--- config.mk ---
export PLATFORM = sky130hd
export DESIGN_NAME = mantra_clock_monitor_flat
export DESIGN_NICKNAME = d
export VERILOG_FILES = /design/src/rtl/mantra_clock_monitor_if.sv /design/src/rtl/mantra_clock_monitor.sv /design/src/flat_wrapper.sv
export SDC_FILE = /design/constraint.sdc
export NUM_CORES = 1
export LEC_CHECK = 0
export CAP_MARGIN = 15
export CORE_ASPECT_RATIO = 0.6
export CORE_MARGIN = 8
export CORE_UTILIZATION = 45
export DETAILED_ROUTE_END_ITERATION = 8
export HOLD_SLACK_MARGIN = 0.03
export MAX_ROUTING_LAYER = met4
export PLACE_DENSITY_LB_ADDON = 0.25
export SLEW_MARGIN = 25
export SYNTH_ARGS = -nofsm -noshare
export SYNTH_HDL_FRONTEND = slang
export SYNTH_SLANG_ARGS = --single-unit
--- constraint.sdc ---
create_clock -name clk_master -period 6.3 [get_ports clk_master]
set_input_delay 1.26 -clock clk_master [delete_from_list [all_inputs] [get_ports clk_master]]
set_output_delay 1.26 -clock clk_master [all_outputs]
set_load 0.005 [all_outputs]
--- src/rtl/mantra_clock_monitor_if.sv ---
// Signal bundle between the mantra clock monitor and its neighbours.
//   clk_mon    : divided clocks from the divider network, one bit per domain
//   mon_en     : monitoring enable
//   err_clr    : single-cycle clear of the sticky error flags
//   locked     : per-domain frequency verified
//   all_locked : registered AND of locked
//   err_sticky : per-domain sticky error flags
//   irq        : error-event pulse
// master = the side that drives clk_mon/mon_en/err_clr; slave = the monitor.
interface mantra_clock_monitor_if #(
  parameter int N_CH = 6
);
  logic [N_CH-1:0] clk_mon;
  logic            mon_en;
  logic            err_clr;
  logic [N_CH-1:0] locked;
  logic            all_locked;
  logic [N_CH-1:0] err_sticky;
  logic            irq;

  modport master (
    output clk_mon, mon_en, err_clr,
    input  locked, all_locked, err_sticky, irq
  );

  modport slave (
    input  clk_mon, mon_en, err_clr,
    output locked, all_locked, err_sticky, irq
  );
endinterface

--- src/rtl/mantra_clock_monitor.sv ---
// Frequency/stuck monitor for the six Fibonacci-divided mantra clock domains
// (bindu, compute, l1, l2, l3, io). Everything runs on clk_master; each divided
// clock is sampled as data and the master-cycle interval between toggles is
// compared against the expected divide value.
// Ports:
//   clk_master : monitor clock, clocks every flop
//   rst_n      : asynchronous active-low reset
//   mon        : mantra_clock_monitor_if.slave (clk_mon, mon_en, err_clr in;
//                locked, all_locked, err_sticky, irq out)
// Build option:
//   MANTRA_MON_IRQ_EN defined   -> irq is a registered pulse the cycle after any
//                                  error event
//   MANTRA_MON_IRQ_EN undefined -> irq tied to 0, no irq flop
//
// Per-channel FSM
//   state  | meaning
//   IDLE   | waiting for a reference edge (after reset, disable or stuck input)
//   MEAS   | measuring intervals, counting consecutive good ones
//   LOCK   | LOCK_CNT good intervals seen, frequency verified
module mantra_clock_monitor #(
  parameter int N_CH     = 6,
  parameter int CNT_W    = 8,
  parameter int TOL      = 1,
  parameter int LOCK_CNT = 4
) (
  input  logic                  clk_master,
  input  logic                  rst_n,
  mantra_clock_monitor_if.slave mon
);

  localparam int GOOD_W  = $clog2(LOCK_CNT + 1);
  localparam int CNT_MAX = (1 << CNT_W) - 1;

  function automatic int div_of(input int k);
    case (k)
      0:       return 8;
      1:       return 13;
      2:       return 21;
      3:       return 34;
      4:       return 55;
      default: return 89;
    endcase
  endfunction

  if (N_CH != 6) begin : g_nch_chk
    $error("mantra_clock_monitor: channel map is fixed at 6 domains");
  end

  for (genvar k = 0; k < N_CH; k++) begin : g_width_chk
    localparam int LIM = div_of(k) + TOL + 1;
    if (LIM > CNT_MAX) begin : g_too_narrow
      $error("mantra_clock_monitor: CNT_W too small for channel stuck limit");
    end
  end

  typedef enum logic [1:0] {
    S_IDLE = 2'd0,
    S_MEAS = 2'd1,
    S_LOCK = 2'd2
  } state_t;

  logic [N_CH-1:0]   sync1_q, sync2_q, edge_q, edge_det;
  logic [N_CH-1:0]   err_q, err_evt, locked_w;
  logic              all_locked_q;
  state_t            state_q [N_CH];
  state_t            state_d [N_CH];
  logic [CNT_W-1:0]  cnt_q   [N_CH];
  logic [CNT_W-1:0]  cnt_d   [N_CH];
  logic [GOOD_W-1:0] good_q  [N_CH];
  logic [GOOD_W-1:0] good_d  [N_CH];

  // Both polarities of toggle count as edges, so a healthy channel measures DIV_k.
  assign edge_det = sync2_q ^ edge_q;

  always_comb begin
    logic [CNT_W-1:0] lo, hi, lim;
    logic             in_tol;
    err_evt = '0;
    lo      = '0;
    hi      = '0;
    lim     = '0;
    in_tol  = 1'b0;
    for (int k = 0; k < N_CH; k++) begin
      state_d[k] = state_q[k];
      cnt_d[k]   = cnt_q[k];
      good_d[k]  = good_q[k];
      lo     = CNT_W'(div_of(k) - TOL);
      hi     = CNT_W'(div_of(k) + TOL);
      lim    = CNT_W'(div_of(k) + TOL + 1);
      in_tol = (cnt_q[k] >= lo) && (cnt_q[k] <= hi);
      if (!mon.mon_en) begin
        state_d[k] = S_IDLE;
        cnt_d[k]   = '0;
        good_d[k]  = '0;
      end else begin
        case (state_q[k])
          S_IDLE: begin
            // Counter holds here, so after a stuck event it stays at the limit.
            if (edge_det[k]) begin
              cnt_d[k]   = CNT_W'(1);
              good_d[k]  = '0;
              state_d[k] = S_MEAS;
            end
          end
          S_MEAS, S_LOCK: begin
            if (edge_det[k]) begin
              cnt_d[k] = CNT_W'(1);
              if (!in_tol) begin
                err_evt[k] = 1'b1;
                good_d[k]  = '0;
                state_d[k] = S_MEAS;
              end else if (state_q[k] == S_MEAS) begin
                if (good_q[k] >= GOOD_W'(LOCK_CNT - 1)) begin
                  good_d[k]  = GOOD_W'(LOCK_CNT);
                  state_d[k] = S_LOCK;
                end else begin
                  good_d[k] = good_q[k] + 1'b1;
                end
              end
            end else if (cnt_q[k] >= lim) begin
              err_evt[k] = 1'b1;
              good_d[k]  = '0;
              state_d[k] = S_IDLE;
            end else if (cnt_q[k] != '1) begin
              cnt_d[k] = cnt_q[k] + 1'b1;
            end
          end
          default: state_d[k] = S_IDLE;
        endcase
      end
    end
  end

  always_comb begin
    locked_w = '0;
    for (int k = 0; k < N_CH; k++) begin
      locked_w[k] = (state_q[k] == S_LOCK);
    end
  end

  always_ff @(posedge clk_master or negedge rst_n) begin
    if (!rst_n) begin
      sync1_q      <= '0;
      sync2_q      <= '0;
      edge_q       <= '0;
      err_q        <= '0;
      all_locked_q <= 1'b0;
      for (int k = 0; k < N_CH; k++) begin
        state_q[k] <= S_IDLE;
        cnt_q[k]   <= '0;
        good_q[k]  <= '0;
      end
    end else begin
      sync1_q      <= mon.clk_mon;
      sync2_q      <= sync1_q;
      edge_q       <= sync2_q;
      // A new event beats a simultaneous clear.
      err_q        <= (err_q & ~{N_CH{mon.err_clr}}) | err_evt;
      all_locked_q <= &locked_w;
      for (int k = 0; k < N_CH; k++) begin
        state_q[k] <= state_d[k];
        cnt_q[k]   <= cnt_d[k];
        good_q[k]  <= good_d[k];
      end
    end
  end

  assign mon.locked     = locked_w;
  assign mon.all_locked = all_locked_q;
  assign mon.err_sticky = err_q;

`ifdef MANTRA_MON_IRQ_EN
  logic irq_q;
  always_ff @(posedge clk_master or negedge rst_n) begin
    if (!rst_n) irq_q <= 1'b0;
    else        irq_q <= |err_evt;
  end
  assign mon.irq = irq_q;
`else
  assign mon.irq = 1'b0;
`endif

endmodule

--- src/flat_wrapper.sv ---
// flat-port wrapper written by rule: the top's interface ports become plain ports
module mantra_clock_monitor_flat 
#(
  parameter int N_CH     = 6,
  parameter int CNT_W    = 8,
  parameter int TOL      = 1,
  parameter int LOCK_CNT = 4
)
  (clk_master, rst_n, mon_clk_mon, mon_mon_en, mon_err_clr, mon_locked, mon_all_locked, mon_err_sticky, mon_irq);
  mantra_clock_monitor_if #(.N_CH(N_CH)) mon_i ();
  input  logic clk_master;
  input  logic rst_n;
  input wire logic [$bits(mon_i.clk_mon)-1:0] mon_clk_mon;
  input wire logic [$bits(mon_i.mon_en)-1:0] mon_mon_en;
  input wire logic [$bits(mon_i.err_clr)-1:0] mon_err_clr;
  output wire logic [$bits(mon_i.locked)-1:0] mon_locked;
  output wire logic [$bits(mon_i.all_locked)-1:0] mon_all_locked;
  output wire logic [$bits(mon_i.err_sticky)-1:0] mon_err_sticky;
  output wire logic [$bits(mon_i.irq)-1:0] mon_irq;
  assign mon_i.clk_mon = mon_clk_mon;
  assign mon_i.mon_en = mon_mon_en;
  assign mon_i.err_clr = mon_err_clr;
  assign mon_locked = mon_i.locked;
  assign mon_all_locked = mon_i.all_locked;
  assign mon_err_sticky = mon_i.err_sticky;
  assign mon_irq = mon_i.irq;
  mantra_clock_monitor #(.N_CH(N_CH), .CNT_W(CNT_W), .TOL(TOL), .LOCK_CNT(LOCK_CNT)) u_core (.clk_master(clk_master), .rst_n(rst_n), .mon(mon_i));
endmodule
==> results of run 1 <==
synth_stat cells (5+ instances only):
cell       instances  area share
o2111ai_1          5      0.0075
o22ai_1           10       0.011
nor4_1             6      0.0065
a31oi_1            9      0.0097
and3_1             7      0.0075
nor2_1            46       0.030
clkbuf_1           6      0.0039
mux2_2            14       0.027
o21a_1             9       0.012
nor3_1            11      0.0095
nor2b_1           15       0.016
a211oi_1           9       0.012
nand2b_1           5      0.0054
o31ai_1            7      0.0090
ha_1              53        0.11
xnor2_1           10       0.015
dfrtp_1          103        0.44
o21ai_0           34       0.029
inv_1             46       0.030
nand2_1           47       0.030
nand4_1            6      0.0065
a21oi_1           26       0.022
nand3_1           30       0.026
and2_1             9      0.0097
how the worst max path moves through the flow:
stage	from	to	slack, ps
finish	mon_mon_en	u_core.state_q[10]	2990
global route	mon_mon_en	u_core.state_q[10]	2890
CTS	mon_mon_en	u_core.state_q[10]	3040
detailed placement	mon_mon_en	u_core.state_q[10]	2680
global placement	mon_mon_en	u_core.good_q[6]	2770
floorplan	mon_mon_en	u_core.state_q[4]	3480
worst register-to-register path: stages (launching register included):
cell      delay (ps)
dfrtp_1          410
ha_1             220
ha_1             200
a211oi_1         440
or4b_2           650
nand2_1          130
mux2_2           340
placed cells by master, fill, tap and decap left out, types with 3 or more instances in the layout:
master | Yosys | routed
a21oi_1 | 26 | 26
and3_1 | 7 | 7
buf_4 | 1 | 3
a41oi_1 | 3 | 3
o21ai_0 | 34 | 34
o32ai_1 | 4 | 4
ha_1 | 53 | 53
o211ai_1 | 4 | 4
o21a_1 | 9 | 9
nor3b_1 | 4 | 4
nand2b_1 | 5 | 5
nand3_1 | 30 | 30
nor2b_1 | 15 | 15
mux2_2 | 14 | 14
nor3_1 | 11 | 11
clkdlybuf4s50_1 | 0 | 21
nor4_1 | 6 | 6
xnor2_1 | 10 | 10
or4_1 | 3 | 3
and2_1 | 9 | 9
a31oi_1 | 9 | 9
a32o_1 | 4 | 4
o2111ai_1 | 5 | 5
or4b_2 | 3 | 3
a22o_1 | 4 | 4
a211oi_1 | 9 | 9
nand2_1 | 47 | 47
xor2_1 | 4 | 4
a21o_1 | 4 | 4
o31ai_1 | 7 | 7
clkbuf_16 | 0 | 9
o41ai_1 | 3 | 3
or3_1 | 3 | 3
nor2_1 | 46 | 46
dfrtp_1 | 103 | 103
o22ai_1 | 10 | 10
nand4_1 | 6 | 6
inv_1 | 46 | 46
clkbuf_8 | 0 | 3
flip-flops by register name (all words and copies together) (netlist names):
register / flops
u_core.mon.err_sticky: 6
u_core.cnt_q: 48
u_core.sync2_q: 6
u_core.mon.all_locked: 1
u_core.sync1_q: 6
u_core.state_q: 12
u_core.edge_q: 6
u_core.good_q: 18
through the flow:
stage	cell area (µm²)	util	setup slack, ps
floorplan	5810	-	3480
finish	6510	0.511	2990
global placement	6220	0.488	2770
CTS	6510	0.511	3040
detailed placement	6220	0.488	2680
global route	6510	0.511	2890
per-layer routing:
layer / vias up / wire length [µm] / global-route usage / share of wire
met4: 0 / 133 / 0.0359 / 0.011
met3: 12 / 445 / 0.0348 / 0.037
li1: 2218 / - / - / -
met5: - / 0 / - / 0
met1: 2194 / 6290 / 0.218 / 0.52
met2: 95 / 5310 / 0.225 / 0.44
power by group:
part           switching (mW)  total, mW  internal, mW
logic                   0.170      0.278         0.108
clock network           0.244      0.547         0.302
registers              0.0316      0.724         0.692
final cells by class:
type / count / area (µm²)
Tap cell: 170 / 213
Clock inverter: 3 / 23.8
Clock buffer: 13 / 270
Timing Repair Buffer: 24 / 233
Multi-Input combinational cell: 439 / 3020
Sequential cell: 103 / 2580
Inverter: 47 / 176
Fill cell: 1171 / 6220
kinds of logic after synthesis:
kind of cell / share of synthesized area
xor gates and xnor gates: 0.0211
DFF: 0.443
adders and majority gates: 0.114
other: 0.000645
AOI/OAI and AO/OA: 0.176
buffers and inverters: 0.0370
muxes: 0.0332
and+or+nand+nor: 0.175
==> qor.yml, run 1 <==
outcome:
  status: "finished, final reports clean"
die:
  die_x_um: 163
  initial_utilization: 0.456
  die_area_um2: 16900
  rows: 32
  fp.coreArea_um2: 12700
  die_height_um: 104
  pin_count: 24
final_layout:
  stdcell_count: 799
  finalNetCount: 687
  synthToLayoutAreaGrowth_pct: 12.1
  drive_above_1_share: 0.0652
  antenna_cells: 0
global_route:
  grt_pass1_vias: 4472
  grt_pass1_wl_mm: 21.5
  antenna_found_initial: 0
  grt_use_total: 0.156
  overflow: 0
  grt_max_degree: 67
worst_setup_path:
  path_buf_inv: 2
  path_depth: 6
  cpMaxStageDelayCell: "nor4_1"
  crit_chain: "clkdlybuf4s50_1 > buf_4 > nand2_1 > nor4_1 > a32oi_1 > mux2_2"
  crit_path_end_kind: "flop"
  r2r-start: "u_core.good_q[6]"
  reg2reg_depth: 6
  worstSetupStartpointType: "input port"
  crit_arrival_ps: 3540
  critPathMaxStageDelay_ps: 740
  worstPathMaxFanout: 35
  reg2reg_to: "u_core.state_q[4]"
  reg2reg_slack_ps: 3800
  crit_required_ps: 6530
  path_class: "input port to flop"
  crit_family: "simple AND/OR/NAND/NOR gates"
sta:
  rsz0062_at_grt: "no"
  slew_violations: 0
  tns_ps: 0
  hold_slack_ps: 351
  finalSetupViolCount: 0
  slew_headroom: 0.400
  period_share: 0.525
  tightest_slew_ps: 898
  hold_violations: 0
  fmax_mhz: 302
  skew_ps: 9.38
  fin_crit_ps: 3310
routing:
  drc: 0
  dr.pass1.iters: 6
  avgRoutedWirePerCell_um: 15.2
  vias_per_cell: 5.66
  ant_nets: 0
  vias: 4519
  wl_mm: 12.2
  drt_iter0_markers: 355
synth:
  synth_nets: 661
  syn_avg_cell_area_um2: 9.72
  synth-edff-count: 0
  yosysUniqueCellTypes: 62
  seq_area_frac_synth: 0.443
  synthFlopType: "dfrtp_1"
  syn_inst: 598
  synth_warnings: 0
  synth_area_um2: 5810
  async_reset_ff_frac: 1.00
  yosys_register_bits: 103
cts:
  clock-sinks: 103
  cts_tree: "done"
  ctsHoldBuffers: 0
  numCtsBuffers: 9
  clk_latency_ps: 340
  htreeDepth: 3
  ctsRootBufferMaster: "clkbuf_16"
  clk_path_buf_depth: 2
  ctsResizeCount: 0
  clkTransAtPathRegs_ps: 70
  cts_setup_buffers: 0
power:
  cellPowerDensity_nw_per_um2: 238
  ir_drop_v: 0.000131
  leakagePower_nw: 2.90
  finalPower_mw: 1.55
min_path:
  hold_end: "u_core.sync2_q[4]"
  hold_class: "flop to flop"
  hold_depth: 0
  min_from: "u_core.sync1_q[4]"
job:
  cap_violations: 0
place:
  io_buffers: 22
  hpwl_mm: 8.81
  gp_congestion: 0.846
  place_inst: 783
No activity file was read; power rests on OpenSTA's default activity.
==> run 2: changes to the inputs <==
clock period = 3.3 ns   (was 6.3 ns; I/O delays follow)
==> run 2 against run 1 <==
  * Cell count rose by 0.63%
  * Combinational power rose by 94%
  * Clock skew fell by 2.9 ps
  * Die area did not move
  * Flip-flop and latch count did not move
  * Critical path depth fell by 1
  * First-iteration DRC count rose by 3.7%
  * Register-to-register slack got worse by 2900 ps
  * Core utilization rose by 0.16 points
  * Largest power group unchanged
  * Highest routed layer unchanged
==> qor.yml, run 2 (synthesis gave the netlist of run 1 again) <==
worst_setup_path:
  reg2reg_depth: 6
  critPathMaxStageDelay_ps: 700
  crit_chain: "clkdlybuf4s50_1 > clkinv_1 > or3_1 > o21ai_0 > mux2_2"
  cpMaxStageDelayCell: "clkdlybuf4s50_1"
  worstSetupStartpointType: "input port"
  path_class: "input port to flop"
  crit_path_end_kind: "flop"
  reg2reg_slack_ps: 870
  reg2reg_to: "u_core.state_q[4]"
  critPathLaunch: "mon_mon_en"
  crit_required_ps: 3530
  crit_arrival_ps: 2770
  worstPathMaxFanout: 10
  r2r-start: "u_core.good_q[6]"
global_route:
  grt_use_total: 0.151
  grt_max_degree: 56
  grt_pass1_wl_mm: 20.7
  overflow: 0
  antenna_found_initial: 0
  grt_pass1_vias: 4315
min_path:
  hold_class: "input port to asynchronous set/reset pin"
final_layout:
  finalNetCount: 692
  synthToLayoutAreaGrowth_pct: 12.4
  largest_reg_flops: 48
  multiInputGateArea_um2: 3020
  final_cell_mix: "dfrtp_1 (103), ha_1 (53), nand2_1 (47), inv_1 (46), nor2_1 (46)"
  area.sequential_um2: 2580
  reg_top3: "u_core.cnt_q (48), u_core.good_q (18), u_core.state_q (12)"
  layout_commonest_cell: "dfrtp_1"
  fill_cells: 1143
  top_register: "u_core.cnt_q"
  antenna_cells: 0
  drive_above_1_share: 0.0710
  stdcell_count: 804
power:
  leakagePower_nw: 2.92
  ir_drop_v: 0.000255
  cellPowerDensity_nw_per_um2: 448
routing:
  drt_iter0_markers: 368
  vias: 4538
  vias_per_cell: 5.64
  wl_mm: 12.1
  ant_nets: 0
  dr.pass1.iters: 5
  drc: 0
  avgRoutedWirePerCell_um: 15.0
sta:
  slew_violations: 0
  hold_violations: 0
  rsz0062_at_grt: "no"
  tightest_slew_ps: 945
  fmax_mhz: 394
  tns_ps: 0
  slew_headroom: 0.369
  skew_ps: 6.43
  period_share: 0.769
  fin_crit_ps: 2540
  finalSetupViolCount: 0
die:
  die_x_um: 163
  fp.coreArea_um2: 12700
  die_height_um: 104
  die_area_um2: 16900
  rows: 32
  pin_count: 24
  initial_utilization: 0.456
cts:
  htreeDepth: 3
  ctsResizeCount: 0
  clk_path_buf_depth: 2
  ctsRootBufferMaster: "clkbuf_16"
  clkTransAtPathRegs_ps: 70
  numCtsBuffers: 9
  cts_tree: "done"
  cts_setup_buffers: 0
  ctsHoldBuffers: 0
  clk_latency_ps: 340
  clock-sinks: 103
job:
  cap_violations: 0
place:
  gp_congestion: 0.881
  place_inst: 788
  io_buffers: 22
  hpwl_mm: 8.94
outcome:
  status: "finished, final reports clean"
==> run 2: worst max-delay path by stage <==
stage                              endpoint  slack (ps)  depth (start not counted)
after CTS                  u_core.good_q[8]         790                          5
after detailed placement   u_core.good_q[8]         420                          5
after global placement     u_core.good_q[7]         520                          5
final                      u_core.good_q[8]         760                          5
after floorplan           u_core.state_q[4]        1060                          6
after global routing       u_core.cnt_q[21]         600                          6
==> run 2: power by group <==
group / total, mW / switching, mW / internal, mW
combinational: 0.539 / 0.327 / 0.212
sequential: 1.38 / 0.0613 / 1.32
clock: 1.00 / 0.466 / 0.536
==> run 2: cell type report <==
class,count,share of cell area
clock inverter,4,0.00460
sequential,103,0.395
multi-input combinational,439,0.462
timing repair buffer,29,0.0414
tap,170,0.0326
inverter,47,0.0270
clock buffer,12,0.0377
==> run 2: critical path, delay by kind of cell <==
family                 cells  cell delay, ps
and+or+nand+nor            1             490
buffers and inverters      2            1040
muxes                      1             390
AOI/OAI and AO/OA          1             190
==> run 2: layer usage <==
layer,vias to the layer above,GRT usage,routed length [µm]
li1,2222,-,-
met1,2227,0.204,6080
met2,81,0.221,5370
met3,8,0.0375,530
met4,0,0.0398,96
met5,-,-,0
==> run 2: per-stage QoR <==
step	total power [mW]	setup WS [ps]	util	hold WS (ps)	instance area, µm²
after floorplan	1.76	1060	-	331	5810
after global placement	1.93	519	0.491	335	6260
after CTS	2.96	787	0.513	354	6530
after global routing	3.09	598	0.513	361	6530
after detailed placement	1.94	417	0.491	338	6260
final	2.92	762	0.513	351	6530
